===== config.mk =====
export PLATFORM = sky130hd
export DESIGN_NAME = radio_serial_rx
export DESIGN_NICKNAME = d
export VERILOG_FILES = /design/src/rtl/radio_serial_rx.sv
export SDC_FILE = /design/constraint.sdc
export NUM_CORES = 1
export LEC_CHECK = 0
export CAP_MARGIN = 10
export CORE_MARGIN = 5
export CORE_UTILIZATION = 40
export CTS_CLUSTER_DIAMETER = 60
export DETAILED_ROUTE_END_ITERATION = 10
export PLACE_DENSITY = 0.67
export RECOVER_POWER = 50
export SETUP_SLACK_MARGIN = 0.15
export SLEW_MARGIN = 20
export SYNTH_ARGS = -nofsm -noshare
export SYNTH_HDL_FRONTEND = slang
export SYNTH_SLANG_ARGS = --single-unit

===== constraint.sdc =====
create_clock -name clk_clk -period 5.06 [get_ports clk_clk]
set_input_delay 1.012 -clock clk_clk [delete_from_list [all_inputs] [get_ports clk_clk]]
set_output_delay 1.012 -clock clk_clk [all_outputs]
set_load 0.01 [all_outputs]

===== src/rtl/radio_serial_rx.sv =====
// radio_serial_rx: 16x-oversampled async serial receiver with majority vote and valid/ready output.
// Define RADIO_RX_PARITY_EN to add an even parity bit after the data bits.
module radio_serial_rx #(
  parameter int BAUD_DIV = 27,
  parameter int DATA_W   = 8
) (
  input  logic              clk_clk,
  input  logic              reset_reset_n,
  input  logic              serial_data,
  output logic [DATA_W-1:0] rx_data,
  output logic              rx_valid,
  input  logic              rx_ready,
  output logic              rx_frame_err,
  output logic              rx_parity_err,
  output logic              rx_overrun
);
  localparam int TW = $clog2(BAUD_DIV);
  localparam int BW = $clog2(DATA_W);
  typedef enum logic [2:0] {
    IDLE,
    START,
    DATA,
`ifdef RADIO_RX_PARITY_EN
    PARITY,
`endif
    STOP
  } state_t;
  state_t state_q, state_d;
  logic s1_q, s2_q;
  logic [TW-1:0] tc_q, tc_d;
  logic [3:0] sc_q, sc_d;
  logic [BW-1:0] bc_q, bc_d;
  logic [1:0] v_q, v_d;
  logic [DATA_W-1:0] sh_q, sh_d, data_q, data_d;
  logic armed_q, armed_d, valid_q, valid_d, fe_q, fe_d, ov_q, ov_d;
  logic tick, mid, wrap, maj, last, done, bad, ld;
  assign tick = state_q != IDLE && tc_q == TW'(BAUD_DIV - 1);
  assign mid  = tick && sc_q == 4'd9;
  assign wrap = tick && sc_q == 4'd15;
  assign maj  = (v_q[0] & v_q[1]) | (s2_q & (v_q[0] | v_q[1]));
  assign last = bc_q == BW'(DATA_W - 1);
  assign done = state_q == STOP && mid;
`ifdef RADIO_RX_PARITY_EN
  logic par_q, par_d, pe_q, pe_d;
  assign bad = par_q != ^sh_q;
  assign rx_parity_err = pe_q;
`else
  assign bad = 1'b0;
  assign rx_parity_err = 1'b0;
`endif
  always_ff @(posedge clk_clk) begin
    if (!reset_reset_n) state_q <= IDLE;
    else state_q <= state_d;
  end
  always_comb begin
    state_d = state_q;
    case (state_q)
      IDLE:    if (armed_q && !s2_q) state_d = START;
      START:   if (mid && maj) state_d = IDLE;
               else if (wrap) state_d = DATA;
`ifdef RADIO_RX_PARITY_EN
      DATA:    if (wrap && last) state_d = PARITY;
      PARITY:  if (wrap) state_d = STOP;
`else
      DATA:    if (wrap && last) state_d = STOP;
`endif
      STOP:    if (mid) state_d = IDLE;
      default: state_d = IDLE;
    endcase
  end
  // Stop-bit verdict is taken at its midpoint so the next start edge can be caught half a bit early.
  always_comb begin
    tc_d    = (state_q == IDLE || tick) ? '0 : tc_q + 1'b1;
    sc_d    = state_q == IDLE ? 4'd0 : sc_q + {3'b0, tick};
    v_d     = {tick && sc_q == 4'd8 ? s2_q : v_q[1], tick && sc_q == 4'd7 ? s2_q : v_q[0]};
    bc_d    = state_q != DATA ? '0 : bc_q + {{(BW-1){1'b0}}, wrap};
    sh_d    = (state_q == DATA && mid) ? {maj, sh_q[DATA_W-1:1]} : sh_q;
    ld      = done && maj && !bad && (!valid_q || rx_ready);
    fe_d    = done && !maj;
    ov_d    = done && maj && !bad && valid_q && !rx_ready;
    valid_d = ld || (valid_q && !rx_ready);
    data_d  = ld ? sh_q : data_q;
    armed_d = fe_d ? 1'b0 : (state_q == IDLE && s2_q) ? 1'b1 : armed_q;
`ifdef RADIO_RX_PARITY_EN
    par_d   = (state_q == PARITY && mid) ? maj : par_q;
    pe_d    = done && maj && bad;
`endif
  end
  always_ff @(posedge clk_clk) begin
    if (!reset_reset_n) begin
      s1_q    <= 1'b1;
      s2_q    <= 1'b1;
      tc_q    <= '0;
      sc_q    <= '0;
      bc_q    <= '0;
      v_q     <= '0;
      sh_q    <= '0;
      data_q  <= '0;
      armed_q <= 1'b0;
      valid_q <= 1'b0;
      fe_q    <= 1'b0;
      ov_q    <= 1'b0;
`ifdef RADIO_RX_PARITY_EN
      par_q   <= 1'b0;
      pe_q    <= 1'b0;
`endif
    end else begin
      s1_q    <= serial_data;
      s2_q    <= s1_q;
      tc_q    <= tc_d;
      sc_q    <= sc_d;
      bc_q    <= bc_d;
      v_q     <= v_d;
      sh_q    <= sh_d;
      data_q  <= data_d;
      armed_q <= armed_d;
      valid_q <= valid_d;
      fe_q    <= fe_d;
      ov_q    <= ov_d;
`ifdef RADIO_RX_PARITY_EN
      par_q   <= par_d;
      pe_q    <= pe_d;
`endif
    end
  end
  assign rx_data      = data_q;
  assign rx_valid     = valid_q;
  assign rx_frame_err = fe_q;
  assign rx_overrun   = ov_q;
endmodule

==> results.json, run 1 <==
{
  "insertion_delay_ns": 0.29,
  "cts_buffers": 5,
  "swShare_pct": 20.4,
  "ys_types": 39,
  "whs_ns": 0.415,
  "slew_headroom_pct": 53.3,
  "clock_sinks": 38,
  "multiInputGateArea_sq_um": 817,
  "grt_max_degree": 21,
  "place_congestion": 0.756,
  "cp-start-kind": "primary input",
  "initialDrtViolationCount": 42,
  "ys.flop_type": "dfxtp_1",
  "cts.clk_slew.worst_paths_ns": 0.08,
  "grtUsageTotal_pct": 11.8,
  "finClkSkew_ns": 0.0129,
  "drt_first_pass_iters": 4,
  "synth_nets": 179,
  "synth-seq-area-share_pct": 45.0,
  "initial_utilization_pct": 41.7,
  "die_area_sq_um": 5630,
  "clock_path_buffers": 2,
  "synthToLayoutAreaGrowth_pct": 13.5,
  "ant_nets": 0,
  "worstMarginPinSlew_ns": 0.700,
  "worstPathRequired_ns": 5.27,
  "via_per_inst": 5.23,
  "synth-async-reset-ratio_pct": 0,
  "crit_arrival_ns": 2.51,
  "htreeDepth": 2,
  "hpwlAfterDp_mm": 2.26,
  "io_pins": 16,
  "ctsRootBufferMaster": "clkbuf_8",
  "total_power_w": 0.000567,
  "antenna_found_initial": 0,
  "drc_errors": 0,
  "pwr-share-comb_pct": 1.9,
  "maxCapViolations": 0,
  "avgSynthCellArea_sq_um": 10.0,
  "synth-seq-cells": 38,
  "fin_tns_setup_ns": 0,
  "gr-total-overflow": 0,
  "drive_gt1_share_pct": 14.8,
  "reg2regPathDepth": 8,
  "netlist_instances": 169,
  "hold_path.class": "flop to flop",
  "num_rows": 23,
  "syn_area_sq_um": 1690,
  "grt_pass1_vias": 1108,
  "grt_pass1_wl_mm": 5.05,
  "postCtsHoldBufs": 0,
  "internal_power_w": 0.000451,
  "io_buffers": 14,
  "hold_viol": 0,
  "switchingPower_w": 0.000116,
  "fin_nets": 192,
  "routed_wl_mm": 2.94,
  "die_x_microns": 75.0,
  "synth-edff-count": 0,
  "holdPathStages": 1,
  "cp-end-kind": "flop",
  "setup-violations-final": 0,
  "ys_warn_count": 0,
  "nFillCells": 375,
  "post_cts_resized": 0,
  "rsz0062_at_grt": "false",
  "p_per_area_nw_per_um2": 295,
  "final_util_pct": 47.3,
  "path_class": "primary input to flop",
  "critPathMaxFanout": 20,
  "fin_crit_sh_pct": 45.6,
  "wl_per_cell_microns": 12.6,
  "vias": 1218,
  "vdd_drop_max_mv": 0.134,
  "diodes": 0,
  "ff_latch_area_sq_um": 761,
  "max_freq_ghz": 0.434,
  "final_max_slew_viol_count": 0,
  "postCtsSetupBuffers": 0,
  "clkPwrFrac_pct": 44.8,
  "cts_tree": "built",
  "outcome": "complete, no violations",
  "finalCriticalPeriod_ns": 2.31,
  "leakage_nw": 0.757,
  "die_h_microns": 75.0,
  "pwr-share-seq_pct": 53.3,
  "core_sq_um": 4060
}
==> logic make-up (layout without fill, tap and decap cells) <==
group | count (synthesis) | in the layout | synth area share [%]
xor+xnor | 6 | 6 | 3.11
fa+ha+maj | 7 | 7 | 5.03
compound gates | 24 | 24 | 9.84
other cells | 1 | 1 | 0.222
buf+inv | 15 | 29 | 4.95
mux | 10 | 10 | 5.92
flops | 38 | 38 | 45.0
simple gates | 68 | 68 | 26.0
==> Yosys cell counts, types with 2 or more instances <==
library cell | n | area [sq um]
a211oi_1 | 2 | 15.0
clkbuf_1 | 3 | 11.3
inv_1 | 6 | 22.5
xnor2_1 | 2 | 17.5
a21oi_1 | 2 | 10.0
nand2_1 | 3 | 11.3
nor2_1 | 22 | 82.6
o311ai_0 | 2 | 17.5
nand3_1 | 8 | 40.0
buf_4 | 2 | 15.0
nand2b_1 | 3 | 18.8
a21oi_2 | 8 | 70.1
dfxtp_1 | 38 | 761
mux2i_1 | 10 | 100
nand3_2 | 9 | 90.1
xor2_1 | 4 | 35.0
o21ai_0 | 9 | 45.0
and3_1 | 8 | 50.1
nand4_1 | 2 | 12.5
nor3_1 | 2 | 10.0
ha_1 | 6 | 75.1
==> placed cells by master (no fill, tap or decap), drive strengths merged <==
cell type / count
a211oi: 2
a21oi: 10
a311oi: 1
and3: 9
and4: 1
and4b: 1
bufinv: 1
clkbuf: 5
clkdlybuf4s50: 7
clkinv: 1
clkinvlp: 2
conb: 1
dfxtp: 38
dlygate4sd3: 7
ha: 6
inv: 6
maj3: 1
mux2i: 10
nand2: 3
nand2b: 3
nand3: 17
nand3b: 1
nand4: 2
nand4b: 1
nor2: 22
nor2b: 1
nor3: 2
nor3b: 1
nor4: 2
nor4bb: 1
o21ai: 9
o311ai: 2
or2: 1
xnor2: 2
xor2: 4
==> power by group through the flow <==
stage / registers [W] / clock network, W / logic [W]
after floorplan: 0.000309 / 0 / 0.00000806
after global placement: 0.000309 / 0 / 0.0000105
after detailed placement: 0.000309 / 0 / 0.0000109
after CTS: 0.000302 / 0.000260 / 0.0000110
after global routing: 0.000302 / 0.000276 / 0.0000119
final: 0.000302 / 0.000254 / 0.0000106
==> critical path: stages <==
cell           delay [ns]
dlygate4sd3_1        0.78
inv_1                0.43
a211oi_1             0.29
==> stage by stage <==
step	worst slack (ns)	std cells	area (sq um)
3_3_place_gp	2.58	225	1840
5_1_grt	2.63	233	1920
6_report	2.75	233	1920
4_1_cts	2.82	233	1950
3_5_place_dp	2.51	225	1840
2_1_floorplan	3.29	169	1690
==> layout make-up <==
type	instances	area share, %
Multi-Input combinational cell	116	42.5
Tap cell	50	3.26
Timing Repair Buffer	14	7.30
Sequential cell	38	39.6
Inverter	7	1.37
Clock inverter	3	2.35
Clock buffer	5	3.58
==> per-layer routing <==
metal / vias to the layer above / wire length (microns) / GRT usage [%]
met5: - / 0 / 0
met4: 0 / 58 / 5.14
met3: 9 / 154 / 4.54
met2: 24 / 1330 / 18.4
met1: 575 / 1390 / 14.5
li1: 610 / - / -
==> final timing paths <==
path | startpoint | endpoint | slack [ns]
worst max-delay path | reset_reset_n | armed_q | 2.75
worst min-delay path | s1_q | s2_q | 0.42
worst max register to register | tc_q[0] | bc_q[2] | 2.84
worst min register to register | s1_q | s2_q | 0.42
==> flip-flops by register name, summed over array words and instances, names as in the netlist, 2 cells and up <==
signal,flops
bc_q,3
sc_q,4
state_q,2
tc_q,5
rx_data,8
v_q,2
sh_q,8
No activity file was read; power rests on OpenSTA's default activity.
==> run 2: changes to the inputs <==
PLACE_DENSITY = 0.69   (was 0.67)
clock period = 2 ns   (was 5.06 ns; I/O delays follow)
==> run 2 against run 1 <==
Compared with the run above: clock skew decreased by 0.0069 ns; setup slack lost 2.5 ns; clock-buffer cell count grew 2; largest power group unchanged; highest routed layer unchanged.
==> results.json, run 2 (same netlist as run 1, synthesis figures left out) <==
{
  "die_h_microns": 75.0,
  "finalCriticalPeriod_ns": 1.73,
  "antenna_found_initial": 0,
  "io_buffers": 14,
  "hpwlAfterDp_mm": 2.25,
  "cts_tree": "built",
  "io_pins": 16,
  "diodes": 0,
  "drt_first_pass_iters": 4,
  "num_rows": 23,
  "vdd_drop_max_mv": 0.288,
  "ant_nets": 0,
  "clock_path_buffers": 2,
  "synthToLayoutAreaGrowth_pct": 14.1,
  "crit_arrival_ns": 1.95,
  "via_per_inst": 5.09,
  "p_per_area_nw_per_um2": 662,
  "worstPathRequired_ns": 2.23,
  "max_freq_ghz": 0.578,
  "insertion_delay_ns": 0.28,
  "critPathMaxFanout": 6,
  "stdcell_area_sq_um": 1930,
  "finClkSkew_ns": 0.00596,
  "dpl.cell_count": 227,
  "die_x_microns": 75.0,
  "fin_crit_sh_pct": 86.5,
  "initial_utilization_pct": 41.7,
  "slowest_stage": "dfxtp_1",
  "grt_pass1_wl_mm": 5.07,
  "ctsRootBufferMaster": "clkbuf_8",
  "drc_errors": 0,
  "hold_path.class": "flop to flop",
  "nFillCells": 363,
  "cp-end-kind": "flop",
  "rsz0062_at_grt": "false",
  "multiInputGateArea_sq_um": 852,
  "outcome": "complete, no violations",
  "layout_common_cells": "dfxtp_1, nor2_1, dlygate4sd3_1, mux2i_1, nand3_2",
  "core_sq_um": 4060,
  "cts.clk_slew.worst_paths_ns": 0.07,
  "place_congestion": 0.767,
  "gr-total-overflow": 0,
  "place_area_sq_um": 1850,
  "drive_gt1_share_pct": 15.2,
  "vias": 1191,
  "final_max_slew_viol_count": 0,
  "clock_sinks": 38,
  "fin_cells": 234,
  "final_common_cell": "dfxtp_1",
  "cts_buffers": 5,
  "critPathTopFamily": "simple AND/OR/NAND/NOR gates",
  "total_power_w": 0.00128,
  "max_stage_delay_ns": 0.44,
  "wl_per_cell_microns": 13.1,
  "cp-start-kind": "flop",
  "path_class": "flop to flop",
  "grt_pass1_vias": 1154,
  "htreeDepth": 2,
  "fin_nets": 194,
  "routed_wl_mm": 3.07,
  "grtUsageTotal_pct": 11.9,
  "fin_tns_setup_ns": 0,
  "crit_path_frequent_cell": "ha_1",
  "hold_viol": 0,
  "die_area_sq_um": 5630,
  "initialDrtViolationCount": 103,
  "postCtsSetupBuffers": 0,
  "worst-path-buf-inv": 1,
  "maxCapViolations": 0,
  "ff_latch_area_sq_um": 761,
  "grt_max_degree": 21,
  "leakage_nw": 0.825,
  "setup-violations-final": 0,
  "worstPathCellList": "clkinv_1 -> nor4_4 -> ha_1 -> ha_1 -> xor2_1 -> and3_1"
}
run 2: final timing paths:
path | startpoint | slack [ns] | end | cells after the start
worst max-delay path | sc_q[0] | 0.27 | bc_q[2] | 6
worst min register to register | s1_q | 0.41 | s2_q | 1
worst max register to register | sc_q[0] | 0.27 | bc_q[2] | 6
worst min-delay path | s1_q | 0.41 | s2_q | 1
run 2: final cells by class:
class,count,share of cell area (%)
clock buffers,7,3.96
flip-flops and latches,38,39.4
multi-input cells,116,44.2
inverters,7,1.36
repair buffers,16,7.85
well taps,50,3.24
run 2: what timing repair did:
item	CTS	global route
resized for setup	0	2
setup endpoints to repair	1	6
hold buffers	0	0
pin swaps	1	0
run 2: layer usage:
metal  track usage [%]  share of wire [%]  vias to the layer above
li1                  -                  -                      617
met1              14.4                 47                      548
met2              19.5                 47                       21
met3              3.60                4.3                        5
met4              4.74                1.2                        0
met5                 0                  0                        -
run 2: worst register-to-register path: cells and delay by family, from the launching register on:
kind / cells / cell delay, ns
simple gates: 2 / 0.53
flops: 1 / 0.44
fa+ha+maj: 2 / 0.36
buf+inv: 1 / 0.20
xor+xnor: 1 / 0.15
run 2: per-stage QoR:
step           util (%)  worst slack, ns  hold WS, ns
2_1_floorplan         -            0.336        0.386
3_3_place_gp       45.6            0.221        0.391
3_5_place_dp       45.6            0.130        0.400
4_1_cts            47.5            0.260        0.421
5_1_grt            47.5            0.174        0.427
6_report           47.5            0.270        0.412
run 2: report_power, final:
group          leakage [nW]  switching [W]  internal, W  total [W]
Combinational         0.480      0.0000189    0.0000113  0.0000302
Clock                0.0383       0.000241     0.000240   0.000481
Sequential            0.307     0.00000425     0.000761   0.000765
Total                 0.825       0.000264      0.00101    0.00128
==> run 3: changes to the inputs <==
CORE_MARGIN = 10   (was 5)
GPL_TIMING_DRIVEN = 0   (was unset)
==> run 3 against run 2 <==
Compared with the run above: critical path type unchanged; non-clock buffer count up 6; setup slack better by 0.040 ns; fmax up 2.4%; largest cell class unchanged; global-route usage down 3.1 points.
==> results.json, run 3 (same netlist as run 1, synthesis figures left out) <==
{
  "outcome": "complete, no violations",
  "cts.clk_slew.worst_paths_ns": 0.07,
  "drive_gt1_share_pct": 17.8,
  "final_common_cell": "dfxtp_1",
  "core_sq_um": 4060,
  "rr_endpoint": "bc_q[2]",
  "fin_crit_sh_pct": 84.5,
  "hold_viol": 0,
  "rsz0062_at_grt": "false",
  "whs_ns": 0.431,
  "diodes": 0,
  "leakage_nw": 0.858,
  "antenna_found_initial": 0,
  "worstHoldStart": "s1_q",
  "min_to": "s2_q",
  "worstPathRequired_ns": 2.23,
  "finClkSkew_ns": 0.00363,
  "reg2regPathDepth": 6,
  "cts_buffers": 5,
  "place_congestion": 0.817,
  "die_h_microns": 85.0,
  "wl_per_cell_microns": 12.1,
  "finalCriticalPeriod_ns": 1.69,
  "die_x_microns": 85.0,
  "p_per_area_nw_per_um2": 673,
  "insertion_delay_ns": 0.29,
  "gr-total-overflow": 0,
  "maxCapViolations": 0,
  "holdPathStages": 1,
  "io_buffers": 14,
  "routed_wl_mm": 2.93,
  "ctsRootBufferMaster": "clkbuf_8",
  "ant_nets": 0,
  "fin_cells": 241,
  "clock_sinks": 38,
  "final_max_slew_viol_count": 0,
  "setup-violations-final": 0,
  "hpwlAfterDp_mm": 2.18,
  "cp-start-kind": "flop",
  "drc_errors": 0,
  "layout_common_cells": "dfxtp_1, nor2_1, dlygate4sd3_1, mux2i_1",
  "vias": 1176,
  "max_freq_ghz": 0.592,
  "hold_path.class": "flop to flop",
  "worstMarginPinSlew_ns": 0.624,
  "fin_tns_setup_ns": 0,
  "grt_pass1_wl_mm": 5.26,
  "grt_pass1_vias": 1169,
  "vdd_drop_max_mv": 0.265,
  "dpl.cell_count": 233,
  "via_per_inst": 4.88,
  "rrSetupSlack_ns": 0.31,
  "path_class": "flop to flop",
  "num_rows": 23,
  "cp-end-kind": "flop",
  "grtUsageTotal_pct": 8.71,
  "io_pins": 16,
  "r2r-start": "sc_q[0]",
  "drt_first_pass_iters": 4,
  "cts_tree": "built",
  "slew_headroom_pct": 58.4,
  "htreeDepth": 2,
  "total_power_w": 0.00134,
  "critPathMaxFanout": 6,
  "die_area_sq_um": 7230,
  "synthToLayoutAreaGrowth_pct": 17.6,
  "clock_path_buffers": 2,
  "grt_max_degree": 13,
  "postCtsHoldBufs": 0,
  "fin_nets": 200,
  "crit_arrival_ns": 1.92,
  "initial_utilization_pct": 41.7,
  "initialDrtViolationCount": 52
}
## run 3: area by class of cell
type | count | area (sq um)
multi-input cells | 116 | 847
plain buffers | 8 | 57.6
repair buffers | 14 | 140
clock inverters | 2 | 12.5
flip-flops and latches | 38 | 761
clock buffers | 6 | 82.6
inverters | 7 | 26.3
fillers | 365 | 2070
well taps | 50 | 62.6
## run 3: power by group
group          internal, W  switching (W)  leakage, nW
registers         0.000761     0.00000410        0.307
logic            0.0000124      0.0000191        0.504
clock network     0.000277       0.000266       0.0472
## run 3: worst max-delay path by stage
stage	depth (start not counted)	start	endpoint
after floorplan	8	tc_q[0]	bc_q[2]
after global placement	4	reset_reset_n	tc_q[2]
after detailed placement	8	tc_q[0]	bc_q[2]
after CTS	8	tc_q[0]	bc_q[2]
after global routing	8	tc_q[0]	bc_q[2]
final	6	sc_q[0]	bc_q[2]
## run 3: stage by stage
stage | instance area (sq um) | setup slack, ns | utilization [%]
2_1_floorplan | 1690 | 0.336 | -
3_5_place_dp | 1890 | 0.183 | 46.7
5_1_grt | 1990 | 0.165 | 49.0
4_1_cts | 1990 | 0.158 | 49.0
3_3_place_gp | 1890 | 0.228 | 46.7
6_report | 1990 | 0.310 | 49.0
## run 3: per-layer routing
metal	track usage (%)	share of wire, %
met2	13.2	42
met5	0	0
met1	10.6	51
met4	4.94	2.5
met3	2.77	4.3
## run 3: what timing repair did
item	4_1_cts	5_1_grt
resized for setup	0	0
hold endpoints to repair	0	0
endpoints found under the setup margin	0	2
buffers inserted	0	0
## run 3: critical path, cell delays in order, from the launching register on
cell	delay, ns
dfxtp_1	0.43
clkinv_1	0.19
nor4_4	0.36
ha_1	0.20
ha_1	0.15
xor2_1	0.14
and3_1	0.16
